### src/rtl/conv_seq_pkg.sv
// Shared state encoding, read-kind tags and size helpers for the conv2d job sequencer.
package conv_seq_pkg;

    typedef enum logic [2:0] {
        ST_IDLE   = 3'd0,
        ST_LOAD_W = 3'd1,
        ST_LOAD_B = 3'd2,
        ST_STREAM = 3'd3,
        ST_DRAIN  = 3'd4,
        ST_DONE   = 3'd5
    } seq_state_e;

    // Which destination a returning memory byte belongs to.
    typedef enum logic [1:0] {
        RD_WGT  = 2'd0,
        RD_BIAS = 2'd1,
        RD_PIX  = 2'd2
    } rd_kind_e;

    function automatic int calc_nw(input int cout, input int cin, input int k);
        return cout * cin * k * k;
    endfunction

    function automatic int calc_nb(input int cout, input int bias_w);
        return cout * bias_w / 8;
    endfunction

    function automatic int calc_n(input int cin, input int h, input int w);
        return cin * h * w;
    endfunction

    function automatic int calc_out_total(input int cout, input int h, input int w);
        return cout * h * w;
    endfunction

    // LSB position of weight byte j inside the flat kernel vector.
    function automatic int kernel_lane_lsb(input int j, input int data_w);
        return j * data_w;
    endfunction

    // LSB position of bias byte b inside the flat bias vector (little-endian per bias).
    function automatic int bias_lane_lsb(input int b);
        return b * 8;
    endfunction

endpackage

### src/rtl/conv2d_cfg_capture.sv
// Holds the engine's kernel and bias registers, written one byte at a time by index.
module conv2d_cfg_capture
    import conv_seq_pkg::*;
#(
    parameter int NKB    = 216,
    parameter int NBB    = 16,
    parameter int DATA_W = 8,
    parameter int IDX_W  = 16
) (
    input  logic                  clk,
    input  logic                  rst_n,
    input  logic                  wr_en,
    input  logic                  wr_bias,
    input  logic [IDX_W-1:0]      wr_idx,
    input  logic [DATA_W-1:0]     wr_data,
    output logic [NKB*DATA_W-1:0] kernel,
    output logic [NBB*8-1:0]      bias
);

    // Byte-lane write into kernel or bias; only the addressed lane changes.
    always_ff @(posedge clk or negedge rst_n) begin
        if (!rst_n) begin
            kernel <= '0;
            bias   <= '0;
        end else if (wr_en) begin
            if (wr_bias) begin
                for (int b = 0; b < NBB; b++) begin
                    if (wr_idx == IDX_W'(b))
                        bias[bias_lane_lsb(b) +: 8] <= wr_data[7:0];
                end
            end else begin
                for (int j = 0; j < NKB; j++) begin
                    if (wr_idx == IDX_W'(j))
                        kernel[kernel_lane_lsb(j, DATA_W) +: DATA_W] <= wr_data;
                end
            end
        end
    end

endmodule

### src/rtl/conv2d_job_sequencer.sv
// Job sequencer for the conv2d engine: loads weights/biases, streams the frame, tracks completion.
//
// state    | meaning
// ---------+-----------------------------------------------------------
// IDLE     | waiting for start
// LOAD_W   | reading NW kernel bytes from wgt_base
// LOAD_B   | reading NB bias bytes from wgt_base+NW
// STREAM   | reading N frame bytes from img_base into the engine
// DRAIN    | waiting for engine done or idle timeout
// DONE     | one-cycle completion pulse, output count checked
module conv2d_job_sequencer
    import conv_seq_pkg::*;
#(
    parameter int CIN     = 3,
    parameter int COUT    = 8,
    parameter int K       = 3,
    parameter int H       = 64,
    parameter int W       = 64,
    parameter int DATA_W  = 8,
    parameter int BIAS_W  = 16,
    parameter int ADDR_W  = 16,
    parameter int TIMEOUT = 4096,
    parameter int CNT_W   = 16
) (
    input  logic                           clk,
    input  logic                           rst_n,
    input  logic                           start,
    input  logic [ADDR_W-1:0]              img_base,
    input  logic [ADDR_W-1:0]              wgt_base,
    input  logic                           src_hold,
    output logic                           mem_rd_en,
    output logic [ADDR_W-1:0]              mem_addr,
    input  logic [DATA_W-1:0]              mem_rd_data,
    output logic [COUT*CIN*K*K*DATA_W-1:0] kernel,
    output logic [COUT*BIAS_W-1:0]         bias,
    output logic [DATA_W-1:0]              eng_pixel,
    output logic                           eng_valid,
    output logic                           eng_last,
    input  logic                           eng_valid_out,
    input  logic                           eng_done,
    output logic                           busy,
    output logic                           done,
    output logic [CNT_W-1:0]               out_count,
    output logic                           err_timeout,
    output logic                           err_count
);

    localparam int NW        = calc_nw(COUT, CIN, K);
    localparam int NB        = calc_nb(COUT, BIAS_W);
    localparam int N         = calc_n(CIN, H, W);
    localparam int OUT_TOTAL = calc_out_total(COUT, H, W);
    localparam int TO_W      = $clog2(TIMEOUT + 1);

    localparam logic [2:0] S_IDLE   = ST_IDLE;
    localparam logic [2:0] S_LOAD_W = ST_LOAD_W;
    localparam logic [2:0] S_LOAD_B = ST_LOAD_B;
    localparam logic [2:0] S_STREAM = ST_STREAM;
    localparam logic [2:0] S_DRAIN  = ST_DRAIN;
    localparam logic [2:0] S_DONE   = ST_DONE;

    logic [2:0]        state_q;
    logic [ADDR_W-1:0] idx_q;
    logic [ADDR_W-1:0] img_base_q;
    logic [ADDR_W-1:0] wgt_base_q;
    logic              rd_vld_q;
    rd_kind_e          rd_kind_q;
    logic [ADDR_W-1:0] rd_idx_q;
    logic              rd_last_q;
    logic [TO_W-1:0]   idle_left_q;

    logic              reading;
    logic              rd_issue;
    logic              idx_at_end;
    logic [ADDR_W-1:0] rd_addr;
    logic [ADDR_W-1:0] last_idx;
    rd_kind_e          cur_kind;
    logic              timeout_hit;

    // Per-state read address, final index and destination of the byte being fetched.
    always_comb begin
        reading  = 1'b0;
        rd_addr  = '0;
        last_idx = '0;
        cur_kind = RD_PIX;
        case (state_q)
            S_LOAD_W: begin
                reading  = 1'b1;
                rd_addr  = wgt_base_q + idx_q;
                last_idx = ADDR_W'(NW - 1);
                cur_kind = RD_WGT;
            end
            S_LOAD_B: begin
                reading  = 1'b1;
                rd_addr  = wgt_base_q + ADDR_W'(NW) + idx_q;
                last_idx = ADDR_W'(NB - 1);
                cur_kind = RD_BIAS;
            end
            S_STREAM: begin
                reading  = 1'b1;
                rd_addr  = img_base_q + idx_q;
                last_idx = ADDR_W'(N - 1);
                cur_kind = RD_PIX;
            end
            default: ;
        endcase
    end

    assign rd_issue    = reading && !src_hold;
    assign idx_at_end  = (idx_q == last_idx);
    assign mem_rd_en   = rd_issue;
    assign mem_addr    = rd_issue ? rd_addr : '0;
    assign busy        = (state_q != S_IDLE);
    assign done        = (state_q == S_DONE);
    // eng_done has priority over a timeout expiring in the same cycle.
    assign timeout_hit = (state_q == S_DRAIN) && !eng_done && !eng_valid_out && (idle_left_q == '0);

    // Main FSM with shared read index; a held cycle neither reads nor advances.
    always_ff @(posedge clk or negedge rst_n) begin
        if (!rst_n) begin
            state_q    <= S_IDLE;
            idx_q      <= '0;
            img_base_q <= '0;
            wgt_base_q <= '0;
        end else begin
            case (state_q)
                S_IDLE: begin
                    if (start) begin
                        img_base_q <= img_base;
                        wgt_base_q <= wgt_base;
                        idx_q      <= '0;
                        state_q    <= S_LOAD_W;
                    end
                end
                S_LOAD_W, S_LOAD_B, S_STREAM: begin
                    if (rd_issue) begin
                        if (idx_at_end) begin
                            idx_q <= '0;
                            if (state_q == S_LOAD_W)
                                state_q <= S_LOAD_B;
                            else if (state_q == S_LOAD_B)
                                state_q <= S_STREAM;
                            else
                                state_q <= S_DRAIN;
                        end else begin
                            idx_q <= idx_q + 1'b1;
                        end
                    end
                end
                S_DRAIN: begin
                    if (eng_done || timeout_hit)
                        state_q <= S_DONE;
                end
                S_DONE:  state_q <= S_IDLE;
                default: state_q <= S_IDLE;
            endcase
        end
    end

    // Tag each issued read so the returning byte lands in the right place one cycle later.
    always_ff @(posedge clk or negedge rst_n) begin
        if (!rst_n) begin
            rd_vld_q  <= 1'b0;
            rd_kind_q <= RD_PIX;
            rd_idx_q  <= '0;
            rd_last_q <= 1'b0;
        end else begin
            rd_vld_q  <= rd_issue;
            rd_kind_q <= cur_kind;
            rd_idx_q  <= idx_q;
            rd_last_q <= (state_q == S_STREAM) && idx_at_end;
        end
    end

    // Registered engine pixel interface; eng_pixel keeps its last value across bubbles.
    always_ff @(posedge clk or negedge rst_n) begin
        if (!rst_n) begin
            eng_pixel <= '0;
            eng_valid <= 1'b0;
            eng_last  <= 1'b0;
        end else begin
            eng_valid <= rd_vld_q && (rd_kind_q == RD_PIX);
            eng_last  <= rd_vld_q && (rd_kind_q == RD_PIX) && rd_last_q;
            if (rd_vld_q && (rd_kind_q == RD_PIX))
                eng_pixel <= mem_rd_data;
        end
    end

    // Idle down-counter, reloaded outside DRAIN and on every engine output.
    always_ff @(posedge clk or negedge rst_n) begin
        if (!rst_n)
            idle_left_q <= TO_W'(TIMEOUT - 1);
        else if ((state_q != S_DRAIN) || eng_valid_out)
            idle_left_q <= TO_W'(TIMEOUT - 1);
        else if (idle_left_q != '0)
            idle_left_q <= idle_left_q - 1'b1;
    end

    // Output counter and sticky error flags, cleared when a job is accepted.
    always_ff @(posedge clk or negedge rst_n) begin
        if (!rst_n) begin
            out_count   <= '0;
            err_timeout <= 1'b0;
            err_count   <= 1'b0;
        end else if ((state_q == S_IDLE) && start) begin
            out_count   <= '0;
            err_timeout <= 1'b0;
            err_count   <= 1'b0;
        end else begin
            if (((state_q == S_STREAM) || (state_q == S_DRAIN)) && eng_valid_out && (out_count != '1))
                out_count <= out_count + 1'b1;
            if (timeout_hit)
                err_timeout <= 1'b1;
            if (state_q == S_DONE)
                err_count <= (out_count != CNT_W'(OUT_TOTAL));
        end
    end

    conv2d_cfg_capture #(
        .NKB    (NW),
        .NBB    (NB),
        .DATA_W (DATA_W),
        .IDX_W  (ADDR_W)
    ) u_cfg_capture (
        .clk     (clk),
        .rst_n   (rst_n),
        .wr_en   (rd_vld_q && (rd_kind_q != RD_PIX)),
        .wr_bias (rd_kind_q == RD_BIAS),
        .wr_idx  (rd_idx_q),
        .wr_data (mem_rd_data),
        .kernel  (kernel),
        .bias    (bias)
    );

endmodule

### config.mk
export PLATFORM = sky130hd
export DESIGN_NAME = conv2d_job_sequencer
export DESIGN_NICKNAME = d
export VERILOG_FILES = /design/src/rtl/conv_seq_pkg.sv /design/src/rtl/conv2d_cfg_capture.sv /design/src/rtl/conv2d_job_sequencer.sv
export SDC_FILE = /design/constraint.sdc
export NUM_CORES = 2
export LEC_CHECK = 0
export CAP_MARGIN = 10
export CORE_AREA = 2 2 764 766
export DETAILED_ROUTE_END_ITERATION = 8
export DIE_AREA = 0 0 766 768
export PLACE_DENSITY_LB_ADDON = 0.12
export RECOVER_POWER = 50
export SLEW_MARGIN = 5
export SYNTH_ARGS = -nofsm -noshare
export SYNTH_HDL_FRONTEND = slang
export SYNTH_SLANG_ARGS = --single-unit
export TNS_END_PERCENT = 20
### constraint.sdc
create_clock -name clk -period 9.11 [get_ports clk]
set_input_delay 1.3665 -clock clk [delete_from_list [all_inputs] [get_ports clk]]
set_output_delay 1.3665 -clock clk [all_outputs]
set_load 0.03 [all_outputs]
==> flow_summary.toml <==
[clock_network]
clkTransAtPathRegs_ns = 0.05
root_buffer = "clkbuf_16"
cts_hold_buf = 0
tritoncts = "yes"
cts-buffers-inserted = 276
h-tree-depth = 5
cts_resized = 0
clkLatencyLatePin_ns = 0.96
cts_max_path_buffers = 4
postCtsSetupBuffers = 0
clkSinkCount = 1968

[grt]
grt_max_degree = 151
grt_pass1_wl_mm = 599.1
gr-usage-all-layers = 0.1511
grt_antenna_before_repair = 77
gr-total-overflow = 0
grt_pass1_vias = 55003

[pwr]
total_leakage_power_nw = 52.47
vdd_drop_max_uv = 140.6
seqPwrFrac = 0.376
p_sw_frac = 0.3268
power_density_nw_per_um2 = 226.8
intPower_mw = 17.47
p_comb_frac = 0.206
pwr-share-clk = 0.418
p_switching_mw = 8.480

[synth]
yosys_most_used_dff = "dfrtp_1"
ys_seq_area_frac = 0.6468
synth_nets = 5030
async_flop_share = 1.000
avgSynthCellArea_um2 = 15.45
ys_warn_count = 0
syn_area_um2 = 76160
synthCells = 4931
synth_edf_count = 0
ys_seq_elements = 1968
synth_cell_type_count = 61

[min_path]
hp-class = "reg -> reg"

[sta]
rsz0062_at_grt = "false"
slew_headroom = -2.745
worstMarginPinSlew_ns = 5.618
fin_skew_ns = 0.07281
fmax_mhz = 130.4
setup_viol = 0
timing.final.hold_violations = 0
final-max-slew-violation-count = 845
fin_crit_sh = 0.8421
setup_tns_ns = 0
period_needed_ns = 7.671

[critical_path]
endpoint_kind = "primary output"
critPathMaxFanout = 20
cp.required_ns = 7.74
path_class = "reg -> out"
arrival_ns = 6.30
startpoint_type = "flop"

[route]
wire_per_inst_um = 30.68
vias = 51756
viasPerCell = 3.458
drcViolationCount = 0
drt_pass1_iterations = 5
drt_iter0_drc = 2218
drt-total-wl_mm = 459.3
postRouteAntennaNets = 0

[floorplanning]
rows = 280
die_h_um = 768
die-area_um2 = 588300
io_pins = 1949
start_util = 0.1314
die_x_um = 766
coreArea_um2 = 579800

[placed_design]
place_congestion = 0.7845
placed_cell_area_um2 = 105800
numPortBuffers = 1948
hpwl_mm = 332.4

[cells_and_area]
drive_gt1_frac = 0.3399
mostFrequentLayoutCells = "dfrtp_1 (1955), mux2_2 (1895), clkdlybuf4s50_1 (1319)"
fillCellCount = 62323
syn_to_final_growth_pct = 50.24
final_area_um2 = 114400
final_common_cell = "dfrtp_1"
fin_nets = 7104

[run_status]
outcome = "finished with violations"
violations = "max-capacitance violations, max-slew violations"

[flow_run]
cap_violations = 21
[critical path, stage by stage, from the launching register on]
cell and delay, ns:
dfrtp_1 0.57, nand3b_1 0.19, clkbuf_1 1.11, mux2_2 0.36, ha_1 0.20, inv_1 0.06
fa_1 0.40, nand3b_1 0.17, nand2_1 0.12, a31oi_1 0.21, o31ai_1 0.55, o221ai_1 0.25
xor2_1 0.19, o22ai_1 0.15, clkdlybuf4s50_1 0.86
[flip-flops by register name (all words and copies together), names as in the netlist, 2 cells and up]
register and flops:
idle_left_q 13, rd_kind_q 2, out_count 16, img_base_q 16, rd_idx_q 16, u_cfg_capture.kernel 1728
eng_pixel 8, idx_q 16, wgt_base_q 16, state_q 3, u_cfg_capture.bias 128
[per-stage QoR]
step	utilization	total power, mW	setup WS [ns]	instances	hold WS, ns
floorplan	-	12.40	3.993	4931	0.4168
global placement	0.1824	15.56	3.122	14480	0.4632
detailed placement	0.1824	15.56	3.224	14481	0.4632
CTS	0.1978	26.73	2.172	14953	0.4456
global route	0.1973	27.15	1.079	14959	0.5033
finish	0.1973	25.95	1.439	14969	0.4691
[synth_stat cells (all sizes together) (5+ instances only)]
cell | n | area (um2)
dfstp | 13 | 341.6
or3 | 12 | 75.07
xnor2 | 33 | 289.0
a21oi | 26 | 130.1
and4 | 6 | 52.55
nand4 | 15 | 93.84
nor2 | 280 | 1061
mux2 | 1899 | 21380
nor4 | 6 | 43.79
or2 | 5 | 31.28
xor2 | 29 | 254.0
or4 | 5 | 37.54
ha | 51 | 638.1
a21o | 12 | 90.09
nand2b | 9 | 56.30
nand2 | 99 | 371.6
buf | 9 | 33.78
inv | 31 | 116.4
nor2b | 11 | 68.82
dfrtp | 1955 | 48920
clkbuf | 268 | 1006
a22oi | 10 | 75.07
mux2i | 6 | 60.06
nor3 | 19 | 111.4
a211oi | 8 | 60.06
nand3 | 30 | 155.1
o21ai | 27 | 135.1
and3 | 11 | 68.82
a31oi | 6 | 37.54
[final cells by class]
class | instances | area (um2) | share of cell area
sequential | 1968 | 49260 | 0.4305
multi-input combinational | 2654 | 25840 | 0.2258
timing repair buffer | 2073 | 20570 | 0.1798
tap | 7755 | 9703 | 0.08480
clock buffer | 409 | 8133 | 0.07108
clock inverter | 63 | 759.5 | 0.006637
inverter | 32 | 120.1 | 0.001050
antenna | 15 | 37.54 | 0.0003280
[power groups by stage]
| stage | registers (mW) | clock network, mW | logic [mW] |
|---|---|---|---|
| final | 9.75 | 10.9 | 5.35 |
| after global placement | 9.90 | 0 | 5.67 |
| after floorplan | 10.8 | 0 | 1.62 |
| after CTS | 9.76 | 11.3 | 5.66 |
| after global routing | 9.83 | 11.6 | 5.68 |
| after detailed placement | 9.91 | 0 | 5.65 |
[routing by layer]
metal,global-route usage,part of all wire
met5,0,0
met4,0.03555,0.026
met3,0.04505,0.072
met2,0.2731,0.51
met1,0.1740,0.39
[worst paths after layout]
check	start	endpoint	slack, ns	depth (start not counted)
worst max-delay path	state_q[0]$_DFFE_PN0P_	mem_addr[14]	1.44	14
worst min-delay path	eng_pixel[1]$_DFFE_PN0P_	eng_pixel[1]$_DFFE_PN0P_	0.47	2
worst max register to register	rd_idx_q[13]$_DFF_PN0_	u_cfg_capture.kernel[1511]$_DFFE_PN0P_	3.50	6
worst min register to register	eng_pixel[1]$_DFFE_PN0P_	eng_pixel[1]$_DFFE_PN0P_	0.47	2
max in group asynchronous	rst_n	out_count[4]$_DFFE_PN0P_	2.35	3
min in group asynchronous	rst_n	u_cfg_capture.kernel[947]$_DFFE_PN0P_	1.96	1
[cell families after synthesis]
group | count (synthesis) | synth area share
DFF | 1968 | 0.6468
and+or+nand+nor | 524 | 0.03116
buffers and inverters | 309 | 0.01523
AOI/OAI and AO/OA | 110 | 0.009184
xor gates and xnor gates | 62 | 0.007130
muxes | 1905 | 0.2816
adders and majority gates | 53 | 0.008904
Power figures use the tool's default switching activity.
